--- config.mk ---
export PLATFORM = sky130hd
export DESIGN_NAME = uart_tx_buffered
export DESIGN_NICKNAME = d
export VERILOG_FILES = /design/src/rtl/uart_pkg.sv /design/src/rtl/uart_tx_fifo.sv /design/src/rtl/uart_tx_buffered.sv
export SDC_FILE = /design/constraint.sdc
export NUM_CORES = 1
export LEC_CHECK = 0
export ABC_AREA = 1
export CAP_MARGIN = 20
export CORE_MARGIN = 2
export CORE_UTILIZATION = 45
export DETAILED_ROUTE_END_ITERATION = 8
export GPL_ROUTABILITY_DRIVEN = 0
export MAX_ROUTING_LAYER = met4
export PLACE_DENSITY = 0.73
export SYNTH_ARGS = -nofsm -noshare
export SYNTH_HDL_FRONTEND = slang
export SYNTH_SLANG_ARGS = --single-unit
--- constraint.sdc ---
create_clock -name clk -period 5.3 [get_ports clk]
set_clock_uncertainty 0.15 [all_clocks]
set_input_delay 1.06 -clock clk [delete_from_list [all_inputs] [get_ports clk]]
set_output_delay 1.06 -clock clk [all_outputs]
set_load 0.03 [all_outputs]
--- src/rtl/uart_pkg.sv ---
// Shared UART definitions: transmit FSM encoding, frame-format constants and the
// baud divider helper. The receive path imports the same package.
package uart_pkg;

  typedef enum logic [1:0] {
    ST_IDLE  = 2'd0,
    ST_START = 2'd1,
    ST_DATA  = 2'd2,
    ST_STOP  = 2'd3
  } uart_state_t;

  localparam int   UART_DEF_PAYLOAD_BITS = 8;
  localparam int   UART_DEF_STOP_BITS    = 1;
  localparam logic UART_LINE_IDLE        = 1'b1;
  localparam logic UART_START_LEVEL      = 1'b0;
  localparam logic UART_STOP_LEVEL       = 1'b1;

  // Clock cycles per line bit; integer truncation is intentional.
  function automatic int cycles_per_bit(input int clk_hz, input int bit_rate);
    return clk_hz / bit_rate;
  endfunction

endpackage

--- src/rtl/uart_tx_fifo.sv ---
// Synchronous FIFO for the UART transmit path. Full/empty come from the level
// counter, so the pointers simply wrap.
module uart_tx_fifo #(
  parameter int WIDTH = 8,
  parameter int DEPTH = 4
) (
  input  logic                   i_clk,
  input  logic                   i_rst,
  input  logic                   i_push,
  input  logic                   i_pop,
  input  logic [WIDTH-1:0]       i_data,
  output logic [WIDTH-1:0]       o_data,
  output logic [$clog2(DEPTH):0] o_level,
  output logic                   o_full,
  output logic                   o_empty
);

  localparam int AW = $clog2(DEPTH);
  localparam logic [AW:0] FULL_LEVEL = (AW + 1)'(DEPTH);

  logic [WIDTH-1:0] r_mem [DEPTH];
  logic [AW-1:0]    r_wr_ptr;
  logic [AW-1:0]    r_rd_ptr;
  logic [AW:0]      r_level;
  logic             w_do_push;
  logic             w_do_pop;

  assign o_full    = (r_level == FULL_LEVEL);
  assign o_empty   = (r_level == '0);
  assign w_do_push = i_push && !o_full;
  assign w_do_pop  = i_pop && !o_empty;
  assign o_data    = r_mem[r_rd_ptr];
  assign o_level   = r_level;

  always_ff @(posedge i_clk or posedge i_rst) begin
    if (i_rst) begin
      r_wr_ptr <= '0;
      r_rd_ptr <= '0;
      r_level  <= '0;
    end else begin
      if (w_do_push) r_wr_ptr <= r_wr_ptr + 1'b1;
      if (w_do_pop)  r_rd_ptr <= r_rd_ptr + 1'b1;
      case ({w_do_push, w_do_pop})
        2'b10:   r_level <= r_level + 1'b1;
        2'b01:   r_level <= r_level - 1'b1;
        default: r_level <= r_level;
      endcase
    end
  end

  // Storage carries no reset; only the pointers and level define validity.
  always_ff @(posedge i_clk) begin
    if (w_do_push) r_mem[r_wr_ptr] <= i_data;
  end

endmodule

--- src/rtl/uart_tx_buffered.sv ---
// Buffered 8N1 UART transmitter: bytes enter a FIFO over valid/ready and are
// serialised LSB first onto a registered, idle-high line.
module uart_tx_buffered
  import uart_pkg::*;
#(
  parameter int CLK_HZ       = 50000000,
  parameter int BIT_RATE     = 9600,
  parameter int PAYLOAD_BITS = UART_DEF_PAYLOAD_BITS,
  parameter int STOP_BITS    = UART_DEF_STOP_BITS,
  parameter int FIFO_DEPTH   = 4
) (
  input  logic                        clk,
  input  logic                        reset,
  input  logic [PAYLOAD_BITS-1:0]     tx_data,
  input  logic                        tx_valid,
  output logic                        tx_ready,
  output logic                        uart_txd,
  output logic                        tx_busy,
  output logic [$clog2(FIFO_DEPTH):0] fifo_level,
  output logic [1:0]                  o_dbg_state
);

  localparam int CPB   = cycles_per_bit(CLK_HZ, BIT_RATE);
  localparam int CNT_W = (CPB > 1) ? $clog2(CPB) : 1;
  localparam int IDX_W = $clog2(PAYLOAD_BITS + 1);
  localparam int LVL_W = $clog2(FIFO_DEPTH) + 1;
  localparam logic [CNT_W-1:0] CNT_LAST  = CNT_W'(CPB - 1);
  localparam logic [IDX_W-1:0] DATA_LAST = IDX_W'(PAYLOAD_BITS - 1);
  localparam logic [IDX_W-1:0] STOP_LAST = IDX_W'(STOP_BITS - 1);

  uart_state_t             r_state;
  logic [CNT_W-1:0]        r_bit_cnt;
  logic [IDX_W-1:0]        r_bit_idx;
  logic [PAYLOAD_BITS-1:0] r_shift;
  logic                    r_txd;
  logic                    r_busy;

  logic                    w_push;
  logic                    w_pop;
  logic                    w_full;
  logic                    w_empty;
  logic                    w_bit_done;
  logic                    w_last_stop;
  logic [PAYLOAD_BITS-1:0] w_head;
  logic [LVL_W-1:0]        w_level;

  // Handshake: a byte transfers on a rising edge where tx_valid && tx_ready;
  // tx_ready is purely !full, so a same-cycle pop never admits a push.
  assign w_push      = tx_valid && !w_full;
  assign w_bit_done  = (r_bit_cnt == CNT_LAST);
  assign w_last_stop = (r_state == ST_STOP) && w_bit_done && (r_bit_idx == STOP_LAST);
  assign w_pop       = !w_empty && ((r_state == ST_IDLE) || w_last_stop);

  uart_tx_fifo #(
    .WIDTH (PAYLOAD_BITS),
    .DEPTH (FIFO_DEPTH)
  ) u_fifo (
    .i_clk   (clk),
    .i_rst   (reset),
    .i_push  (w_push),
    .i_pop   (w_pop),
    .i_data  (tx_data),
    .o_data  (w_head),
    .o_level (w_level),
    .o_full  (w_full),
    .o_empty (w_empty)
  );

  // The line register follows the state one cycle later, so every bit keeps
  // its full CPB-cycle width, including across a STOP->START handover.
  always_ff @(posedge clk or posedge reset) begin
    if (reset) begin
      r_state   <= ST_IDLE;
      r_bit_cnt <= '0;
      r_bit_idx <= '0;
      r_shift   <= '0;
      r_txd     <= UART_LINE_IDLE;
      r_busy    <= 1'b0;
    end else begin
      case (r_state)
        ST_IDLE: begin
          r_txd <= UART_LINE_IDLE;
          if (w_pop) begin
            r_shift   <= w_head;
            r_bit_cnt <= '0;
            r_bit_idx <= '0;
            r_state   <= ST_START;
          end
        end
        ST_START: begin
          r_txd <= UART_START_LEVEL;
          if (w_bit_done) begin
            r_bit_cnt <= '0;
            r_state   <= ST_DATA;
          end else begin
            r_bit_cnt <= r_bit_cnt + 1'b1;
          end
        end
        ST_DATA: begin
          r_txd <= r_shift[0];
          if (w_bit_done) begin
            r_bit_cnt <= '0;
            r_shift   <= r_shift >> 1;
            if (r_bit_idx == DATA_LAST) begin
              r_bit_idx <= '0;
              r_state   <= ST_STOP;
            end else begin
              r_bit_idx <= r_bit_idx + 1'b1;
            end
          end else begin
            r_bit_cnt <= r_bit_cnt + 1'b1;
          end
        end
        ST_STOP: begin
          r_txd <= UART_STOP_LEVEL;
          if (w_bit_done) begin
            r_bit_cnt <= '0;
            if (r_bit_idx == STOP_LAST) begin
              r_bit_idx <= '0;
              if (w_pop) begin
                r_shift <= w_head;
                r_state <= ST_START;
              end else begin
                r_state <= ST_IDLE;
              end
            end else begin
              r_bit_idx <= r_bit_idx + 1'b1;
            end
          end else begin
            r_bit_cnt <= r_bit_cnt + 1'b1;
          end
        end
        default: r_state <= ST_IDLE;
      endcase
      r_busy <= (r_state != ST_IDLE) || (w_level != '0);
    end
  end

  assign tx_ready    = !w_full;
  assign uart_txd    = r_txd;
  assign tx_busy     = r_busy;
  assign fifo_level  = w_level;
  assign o_dbg_state = r_state;

endmodule

Yosys cells after proc, flatten, opt, wreduce, memory -nomap -nowiden
Memories as Yosys holds them, arrays and structs flattened.
Index checks and enable logic that the tools add are counted.
Operators by class
  add/subtract/negate cells: 6
  multiply operators: 0
  div/mod/pow operators: 0
  $lt $le $gt $ge: 0
  equal/unequal tests: 14
  shift-type cells: 0
  muxes and demuxes: 26
  bitwise logic cells: 0
  reduce and logical (&&, ||, !) cells: 22
Operators with widths (count)
  8-bit 2-to-1 mux: 4
  13-bit 2-to-1 mux: 2
  13-bit one-hot mux with 2 select lines: 1
  8-bit one-hot mux with 3 select lines: 1
  4-bit 2-to-1 mux: 5
  13-bit by 1-bit adder with 13-bit output (second input constant): 1
  13-bit equality test (second input constant): 1
  2-bit 2-to-1 mux: 6
  4-bit one-hot mux with 3 select lines: 1
  2-bit inequality test (second input constant): 4
  2-bit one-hot mux with 4 select lines: 1
  4-bit AND reduction: 2
  2-bit equality test (second input constant): 3
  1-bit logical AND: 6
  3-bit one-hot mux with 2 select lines: 1
  6-bit AND reduction: 1
  3-bit nonzero test: 2
  2-bit by 1-bit adder with 2-bit output (second input constant): 2
  4-bit by 1-bit adder with 4-bit output (second input constant): 1
  2-bit by 1-bit equality test with 1-bit output (second input constant): 2
  4-bit by 3-bit equality test with 1-bit output (second input constant): 1
  4-bit zero test: 1
  2-bit by 1-bit inequality test with 1-bit output (second input constant): 2
  2-bit nonzero test: 2
  11 further kinds: 15
Storage, ports and cells
  flip-flop bits (word level): 36
  latch bits: 0
  RAM bits: 32
  bits in read-only memories: 0
  output and inout port bits: 8
  memories kept: 1
Memory list
  u_fifo.r_mem: words 4, bits a word 8, rd ports 1, clocked after memory_dff 0, wr ports 1, RTL line uart_tx_fifo.sv:21  | logic [WIDTH-1:0] r_mem [DEPTH];

Depth between registers and ports, before layout
  depth in word-level cells: 9
  depth in mapped cells: 12
  gate-level depth less buffers: 12

Modules after synthesis
A second synthesis with hierarchy kept.
Unflattened totals
  cell total of the unflattened synthesis: 390
  area total of the unflattened synthesis: 3593.4 um^2
By module, submodules not included
  uart_tx_buffered: times used 1, cells an instance 235, area an instance 1838.0 um^2, sequential area each 726.9 um^2
  uart_tx_fifo: times used 1, cells an instance 155, area an instance 1755.4 um^2, sequential area each 1136.1 um^2

Worst setup path before layout
OpenSTA, ideal clock, no wires.
  path kind: reg2reg
  start: reg r_state[0], in the netlist o_dbg_state[0]
  end: reg u_fifo.r_level[2], in the netlist u_fifo.o_level[2]
  setup time: 0.134 ns
  arrival: 2.322 ns
  required time: 5.016 ns
  slack: 2.693 ns
  cell stages (with the launch flop): 12
  period minus slack after synthesis: 2.607 ns
  cell sequence: dfrtp_1 inv_1 ha_1 inv_1 a21oi_1 nand2_2 inv_1 ha_1 fa_1 a21oi_1 o21ai_0 xnor2_1
Between the ends
  word-level cells in the longest chain between the ends: 8
  elaborated cells on any way between the ends: 11
  classes of those cells: eq/ne (3); mux (1); reduce/logical (7)
Ends and longest elaborated chain
  start: declaration: RTL line uart_tx_buffered.sv:31  | uart_state_t r_state;
  start signal: assignment: RTL line uart_tx_buffered.sv:73  | r_state <= ST_IDLE;
  start signal: assignment: RTL line uart_tx_buffered.sv:87  | r_state <= ST_START;
  start signal: assignment: RTL line uart_tx_buffered.sv:94  | r_state <= ST_DATA;
  2-bit equality test: RTL line uart_tx_buffered.sv:51  | assign w_last_stop = (r_state == ST_STOP) && w_bit_done && (r_bit_idx == STOP_LAST);
  1-bit logical AND (2 in a row): RTL line uart_tx_buffered.sv:51
  1-bit logical OR *: RTL line uart_tx_buffered.sv:52  | assign w_pop = !w_empty && ((r_state == ST_IDLE) || w_last_stop);
  1-bit logical AND *: RTL line uart_tx_buffered.sv:52
  1-bit logical AND *: RTL line uart_tx_fifo.sv:31  | assign w_do_pop = i_pop && !o_empty;
  named net u_fifo.w_do_pop: RTL line uart_tx_fifo.sv:26  | logic w_do_pop;
  2-bit by 1-bit equality test with 1-bit output or 2-bit equality test (tied branches): RTL line uart_tx_fifo.sv:43  | case ({w_do_push, w_do_pop})
  3-bit one-hot mux with 2 select lines or 2-bit nonzero test (tied branches)
  end signal: assignment: RTL line uart_tx_fifo.sv:44  | 2'b10: r_level <= r_level + 1'b1;
  end signal: assignment: RTL line uart_tx_fifo.sv:45  | 2'b01: r_level <= r_level - 1'b1;
  end signal: assignment: RTL line uart_tx_fifo.sv:46  | default: r_level <= r_level;
  end: declaration: RTL line uart_tx_fifo.sv:24  | logic [AW:0] r_level;
The timed path passes the listed nets; every way through them passes the cells marked *.
A chain may end at the register's enable or synchronous reset.

Worst setup path in the final report
  start: reg u_fifo.r_level[0], in the netlist u_fifo.o_level[0]
  end: out tx_ready
Between the ends
  word-level cells in the longest chain between the ends: 2
Ends and longest elaborated chain
  3-bit equality test: RTL line uart_tx_fifo.sv:28  | assign o_full = (r_level == FULL_LEVEL);
  1-bit zero test: RTL line uart_tx_buffered.sv:139  | assign tx_ready = !w_full;
  end: declaration: RTL line uart_tx_buffered.sv:16  | output logic tx_ready,
Every way passes these cells.

==> flow_summary.toml <==
[clock_tree]
cts_tree = "done"
cts_setup_buffers = 0
cts-hold-fix-buffers = 0
cts_buffers = 9
root_buffer = "clkbuf_8"
clock_latency_ns = 0.34
htreeDepth = 3
worst_setup_hold_path_clk_slew_ns = 0.07
cts_num_sinks = 68
ctsResizeCount = 0
clock_path_buffers = 2

[synthesis]
synthTopCellsByCount = "nand2_1 (103), nand3_1 (41), dfrtp_1 (35)"
synth_fp_nets = 385
yosys.area.top_type = "edfxtp_1"
ys_seq_elements = 68
syn_avg_cell_area_sq_um = 9.38
yosysMostFrequentCell = "nand2_1"
yosysTopAreaCellShare_pct = 28.5
ys_seq_area_share_pct = 55.3
postSynthCellCount = 359
synth_edf_count = 32
ys.warnings.count = 0
synth_async_sr_flop_share_pct = 52.9
synthTopCellsByArea = "edfxtp_1 (29%), dfrtp_1 (26%), nand2_1 (11%)"
ys.flop_type = "dfrtp_1"
syn_area_sq_um = 3370
synthDistinctLibCells = 33

[setup_path]
crit_slowest_cell = "clkdlybuf4s50_1"
start_kind = "flip-flop"
end_kind = "primary output"
path_max_fanout = 5
arrival_ns = 1.60
required_ns = 4.09
critPathMaxStageDelay_ns = 0.67
reg2reg_slack_ns = 2.59
crit_type = "flip-flop to primary output"
path_cells = "nor2_1 -> nand2_1 -> clkdlybuf4s50_1"

[place]
io_buffers = 18
hpwl_um = 4240
dpl_cell_area_sq_um = 3650

[flow_run]
drv_cap = 0

[global_routing]
gr-usage-all-layers_pct = 16.2
grt_pass1_wl_um = 10300
grt_start_max_net_pins = 37
antenna_found_initial = 0
gr-total-overflow = 0
grt_pass1_vias = 2395

[layout]
final_core_util_pct = 53.4
final_layout_size_suffix_gt1_share_pct = 9.02
areaGrowthSynthToFinish_pct = 15.1
stdcell_area_sq_um = 3880
fillerInstances = 648
antennaDiodeCount = 0
nets = 409

[floorplanning]
core_sq_um = 7250
initial_core_util_pct = 46.4
dieArea_sq_um = 8190
die-height_um = 90.5
die_w_um = 90.5
io_pins = 19
core.rowCount = 31

[sta]
rsz0062_at_grt = "false"
slew_viol_final = 0
setup_viol = 0
hold_viol_final = 0
slew_headroom_pct = 54.6
max_freq_ghz = 0.356
fin_tns_setup_ns = 0
tightest_slew_ns = 0.678
period_share_pct = 52.9
period_needed_ns = 2.81

[routing]
drc = 0
first_iter_violations = 125
drtAntennaViolNets = 0
dr_total_vias = 2394
avgViaCountPerCell = 4.92
drt_pass1_iterations = 5
wl_per_cell_um = 12.1
totalWireLength_um = 5890

[power_and_ir_drop]
power.leakage_nw = 1.68
vdd_drop_max_uv = 252
powerDensity_nw_per_um2 = 559
power_w = 0.00217

[status]
status = "completed"

[worst_hold_path]
hold_class = "flip-flop to flip-flop"
==> critical path, delay by kind of cell (launching register included) <==
family | cells | cell delay (ns)
AND/OR/NAND/NOR | 2 | 0.13
buffers and inverters | 1 | 0.67
flip-flops | 1 | 0.45
==> through the flow <==
step | hold WS [ns] | setup WS [ns] | std cells
after floorplan | 0.292 | 2.69 | 359
after global placement | 0.306 | 2.29 | 471
after detailed placement | 0.310 | 2.21 | 471
after CTS | 0.328 | 2.47 | 487
after global routing | 0.366 | 2.35 | 487
final | 0.329 | 2.49 | 487
==> cell usage in the layout (no fill, tap or decap), drive strengths merged <==
cell / Yosys / layout
clkdlybuf4s50: 0 / 18
buf: 3 / 1
o31ai: 1 / 1
a21oi: 11 / 11
a211oi: 1 / 1
xnor2: 3 / 3
dfrtp: 35 / 35
nand3: 42 / 42
nor3: 5 / 5
nand2: 112 / 112
a21boi: 2 / 2
o21ai: 11 / 11
dfstp: 1 / 1
bufinv: 0 / 2
clkbuf: 3 / 9
ha: 14 / 14
o22ai: 6 / 6
mux2: 1 / 1
inv: 33 / 34
xor2: 8 / 8
edfxtp: 32 / 32
o211ai: 1 / 1
nand4: 2 / 2
or2: 2 / 2
fa: 1 / 1
clkinv: 2 / 6
nor2: 27 / 27
==> final timing paths <==
path / startpoint / to / depth (start not counted)
max reg2reg: o_dbg_state[1]$_DFFE_PP0P_ / u_fifo.o_level[1]$_DFFE_PP0P_ / 9
min reg2reg: r_shift[3]$_DFFE_PP0P_ / r_shift[3]$_DFFE_PP0P_ / 2
min in group asynchronous: reset / r_bit_cnt[6]$_DFFE_PP0P_ / 3
max: u_fifo.o_level[0]$_DFFE_PP0P_ / tx_ready / 3
max in group asynchronous: reset / uart_txd$_DFF_PP1_ / 3
min: r_shift[3]$_DFFE_PP0P_ / r_shift[3]$_DFFE_PP0P_ / 2
==> layer usage <==
| layer | GRT usage [%] | part of all wire, % | routed length (um) |
|---|---|---|---|
| met3 | 4.51 | 4.3 | 253 |
| met2 | 25.0 | 48 | 2850 |
| met5 | - | 0 | 0 |
| met1 | 19.1 | 46 | 2710 |
| met4 | 9.10 | 1.5 | 87 |
==> kinds of logic (layout without fill, tap and decap cells) <==
| logic type | Yosys count | count (layout) | synth area share, % |
|---|---|---|---|
| muxes | 1 | 1 | 0.334 |
| AOI/OAI and AO/OA | 33 | 33 | 5.50 |
| and+or+nand+nor | 190 | 190 | 25.5 |
| DFF | 68 | 68 | 55.3 |
| buffers and inverters | 41 | 70 | 4.68 |
| adders and majority gates | 15 | 15 | 5.80 |
| xor gates and xnor gates | 11 | 11 | 2.86 |
==> sequential cells by signal, indices dropped and copies added, names as in the netlist, 2 cells and up <==
register and cells:
u_fifo.r_wr_ptr 2, u_fifo.r_mem 32, u_fifo.r_rd_ptr 2, u_fifo.o_level 3, r_shift 8, o_dbg_state 2
r_bit_idx 4, r_bit_cnt 13
==> power by group <==
part | switching (W) | leakage [nW] | internal (W)
registers | 0.000115 | 0.751 | 0.000704
logic | 0.000554 | 0.813 | 0.000322
clock network | 0.000205 | 0.114 | 0.000268
total | 0.000874 | 1.68 | 0.00129
==> layout make-up <==
cell class / count / area, sq um / area share [%]
Clock buffer: 9 / 124 / 3.20
Clock inverter: 7 / 100 / 2.58
Inverter: 35 / 131 / 3.39
Multi-Input combinational cell: 250 / 1350 / 34.7
Sequential cell: 68 / 1860 / 48.1
Tap cell: 99 / 124 / 3.20
Timing Repair Buffer: 19 / 188 / 4.84
(Power assumes the default switching activity.)
==> RTL change 1, RTL diff (same settings) <==
Put a register stage on the output `fifo_level`, without a reset. The value now appears one clock later. The other outputs are not delayed to match.
--- a/src/rtl/uart_tx_buffered.sv
+++ b/src/rtl/uart_tx_buffered.sv
@@ -139,7 +139,9 @@
   assign tx_ready    = !w_full;
   assign uart_txd    = r_txd;
   assign tx_busy     = r_busy;
-  assign fifo_level  = w_level;
+  always_ff @(posedge clk) begin
+    fifo_level <= w_level;
+  end
   assign o_dbg_state = r_state;
 
 endmodule
Behaviour: not the same (a bounded check fails within 4 cycles, from zero or initial values and one cycle with reset high).
==> RTL change 1 against the original RTL <==
Final cell count is 1.2% lower. Count of clock-buffer cells in the layout stayed put. Synthesized area is 0.45% higher. Die area is 0.42% higher. Final area is 0.94% higher. Sequential share of layout area is 1.1 points higher. Synthesized cell count is 1.9% lower. Core utilization is 0.50 points higher. Routed wire length is 1.2% lower. Sequential cell count is 3 higher. Register-to-register slack better by 100 ps. Setup slack worse by 53 ps. Largest cell class unchanged.
Power is not compared: it rests on default switching activity, and its combinational part moved more than twofold at a synthesized area within 25%.
==> RTL change 1: results <==
outcome:
  outcome: "finished, final reports clean"
power:
  leakage_nw: 1.740
  ir_worst_vdd_uv: 233.3
  seqPwrFrac_pct: 49.6
  power.density_nw_per_um2: 361.2
routing:
  vias: 2379
  drtIter0Drc: 150
  wl_um: 5822
  first_pass_iters: 4
global_routing:
  grt_pass1_wl_um: 9956
  grt_pass1_vias: 2203
  grt_use_total_pct: 15.81
sta:
  relSlewSlack_pct: 55.58
  finalCritPeriodShare_pct: 53.93
layout:
  multi_input_area_share_pct: 33.07
  antenna_cells: 0
  fillers: 651
  fin_nets: 403
  final-nonclk-buf-share_pct: 4.797
  sh_seq_area_pct: 49.15
  inverters: 38
  multi_input_comb_cells: 238
  layout-drive-gt1-share_pct: 11.78
  clock_buffers: 9
  regArea_um2: 1923
  fin_cells: 481
  nNonClkBuffers: 19
  final-clk-cell-share_pct: 6.172
worst_setup_path:
  r2r_start: "o_dbg_state[0]"
  r2r_end: "u_fifo.o_level[2]"
  rrSetupSlack_ps: 2690
  critical_path.max_stage_delay_ps: 600
  ff2ff_path_depth: 11
  worstPathArrival_ps: 1650
  crit_end: "tx_ready"
synth:
  ys_seq_area_share_pct: 56.86
  synth_nets: 378
  synth.area.mux_share_pct: 0.3330
  synthAdderAreaFrac_pct: 5.771
  netlist_instances: 352
  async_flop_share_pct: 50.70
  synth_area_per_cell_um2: 9.608
  synth_xor_area_share_pct: 2.072
  netlist_top_cells_area: "edfxtp_1 (28%), dfrtp_1 (26%), nand2_1 (11%)"
  synth-compound-area-share_pct: 6.104
  ys_ff_latch: 71
  ys_top_cells_by_count: "nand2_1 (102), nand3_1 (37), dfrtp_1 (35)"
clock_network:
  post_cts_buffers: 0
  clk-insertion-delay-late_ps: 340
  htreeDepth: 3
placed_design:
  post-dp-hpwl_um: 4212
  pre_cts_ws_ps: 2256
  place_inst: 465
  placed_cell_area_um2: 3671
RTL change 1: changes by cell type after synthesis, sizes merged, moves of 2 or more:
cell	change
o21ai	+6
inv	+4
nor2	-4
dfxtp	+3
nand3	-3
nor3	-3
a21boi	-2
a21oi	+2
or2	-2
xnor2	-2
RTL change 1: how the worst min path moves through the flow:
stage	slack (ps)	depth (start not counted)	to	from
final	280	0	fifo_level[2]	u_fifo.o_level[2]
after floorplan	240	0	fifo_level[2]	u_fifo.o_level[2]
after CTS	280	0	fifo_level[2]	u_fifo.o_level[2]
after global placement	270	0	fifo_level[2]	u_fifo.o_level[2]
after global routing	290	0	fifo_level[2]	u_fifo.o_level[2]
after detailed placement	260	0	fifo_level[2]	u_fifo.o_level[2]
RTL change 1: layer usage:
layer	vias up	GRT usage [%]	routed length (um)
met1	1116	19.62	2665
met5	-	-	0
met3	8	4.341	287
met2	50	24.32	2787
met4	0	6.923	80
li1	1205	-	-
==> RTL change 2, RTL diff (same settings) <==
Made on the original files. `CLK_HZ`: 50000000 -> 25000000.
--- a/src/rtl/uart_tx_buffered.sv
+++ b/src/rtl/uart_tx_buffered.sv
@@ -3,7 +3,7 @@
 module uart_tx_buffered
   import uart_pkg::*;
 #(
-  parameter int CLK_HZ       = 50000000,
+  parameter int CLK_HZ       = 25000000,
   parameter int BIT_RATE     = 9600,
   parameter int PAYLOAD_BITS = UART_DEF_PAYLOAD_BITS,
   parameter int STOP_BITS    = UART_DEF_STOP_BITS,
Behaviour: no difference found for any inputs over 10 cycles, from zero or initial values and one cycle with reset high; that may be too few to reach the edited logic, so the function may still have changed.
==> RTL change 2 against the original RTL <==
Sequential cell count is 1 lower. Core utilization down 0.86 points. Final area shrank 2.1%. Register-to-register slack better by 90 ps. Die area is 1.2% lower. First-iteration DRC count up 47%. Setup slack got worse by 45 ps. Synthesized area down 1.3%. Sequential share of layout area grew 0.39 points. Critical path depth did not move. Routed wire length grew 0.63%.
Power is not compared: it rests on default switching activity, and its combinational part moved more than twofold at a synthesized area within 25%.
==> RTL change 2: results <==
outcome:
  outcome: "finished, final reports clean"
global_routing:
  use_met1_pct: 21.21
  met3_usage_pct: 5.700
  grt_pass1_wl_um: 10470
  grt_pass1_vias: 2266
  grt_max_degree: 36
  grt_use_total_pct: 16.85
layout:
  multi_input_comb_cells: 236
  fillers: 678
  inverters: 39
  layout-drive-gt1-share_pct: 10.08
  fin_cells: 476
  fin_nets: 398
  sh_seq_area_pct: 48.45
synth:
  synth.area.mux_share_pct: 0
  synth_nets: 374
  ys_types: 32
  synth_xor_area_share_pct: 2.635
  synth-compound-area-share_pct: 6.210
  synthAdderAreaFrac_pct: 5.871
  ys_ff_latch: 67
placed_design:
  place_inst: 460
  post-dp-hpwl_um: 4182
routing:
  first_pass_iters: 4
  viasPerCell: 4.935
  drtIter0Drc: 184
sta:
  worst_slew_pin_slew_ps: 680.5
worst_setup_path:
  worstPathArrival_ps: 1640
  r2r_end: "u_fifo.o_level[2]"
  ff2ff_path_depth: 14
  critical_path.max_stage_delay_ps: 590
==> RTL change 2: worst min path at each step <==
stage	endpoint	slack, ps	startpoint
CTS	r_shift[0]	330	r_shift[0]
detailed placement	r_shift[0]	310	r_shift[0]
global route	r_shift[0]	350	r_shift[0]
finish	r_shift[5]	330	r_shift[5]
global placement	r_shift[1]	300	r_shift[1]
floorplan	r_shift[3]	290	r_shift[3]
==> RTL change 2: worst reg2reg max path: stages, from the launching register on <==
cell and delay (ps):
dfrtp_1 420, inv_1 170, ha_1 250, inv_1 120, nand2_1 80, inv_1 60, nor2_4 100, nand2_4 90
inv_1 70, ha_1 140, inv_1 70, fa_1 370, a21oi_1 140, o21ai_0 120, xor2_1 150
==> RTL change 2: logic make-up (layout without fill, tap and decap cells) <==
logic type,Yosys count,after routing
adders and majority gates,15,15
xor gates and xnor gates,10,10
buffers and inverters,45,74
and+or+nand+nor,173,173
AOI/OAI and AO/OA,38,38
DFF,67,67
==> RTL change 2: metrics by stage <==
| stage | area [um2] | worst slack, ps |
|---|---|---|
| after floorplan | 3324 | 2737 |
| after global placement | 3610 | 2285 |
| after detailed placement | 3610 | 2280 |
| after CTS | 3794 | 2417 |
| after global routing | 3794 | 2359 |
| final | 3794 | 2449 |
==> RTL change 2: report_power, final <==
group / total [W] / switching, W / leakage [nW] / internal [W]
Sequential: 0.000653 / 0.0000335 / 0.723 / 0.000619
Clock: 0.000386 / 0.000210 / 0.0844 / 0.000176
Combinational: 0.000206 / 0.000131 / 0.821 / 0.0000747
==> RTL change 2: routing by layer <==
| layer | share of wire, % | vias to the layer above |
|---|---|---|
| met2 | 48 | 44 |
| met3 | 3.9 | 8 |
| li1 | - | 1190 |
| met4 | 1.5 | 0 |
| met1 | 46 | 1107 |
| met5 | 0 | - |
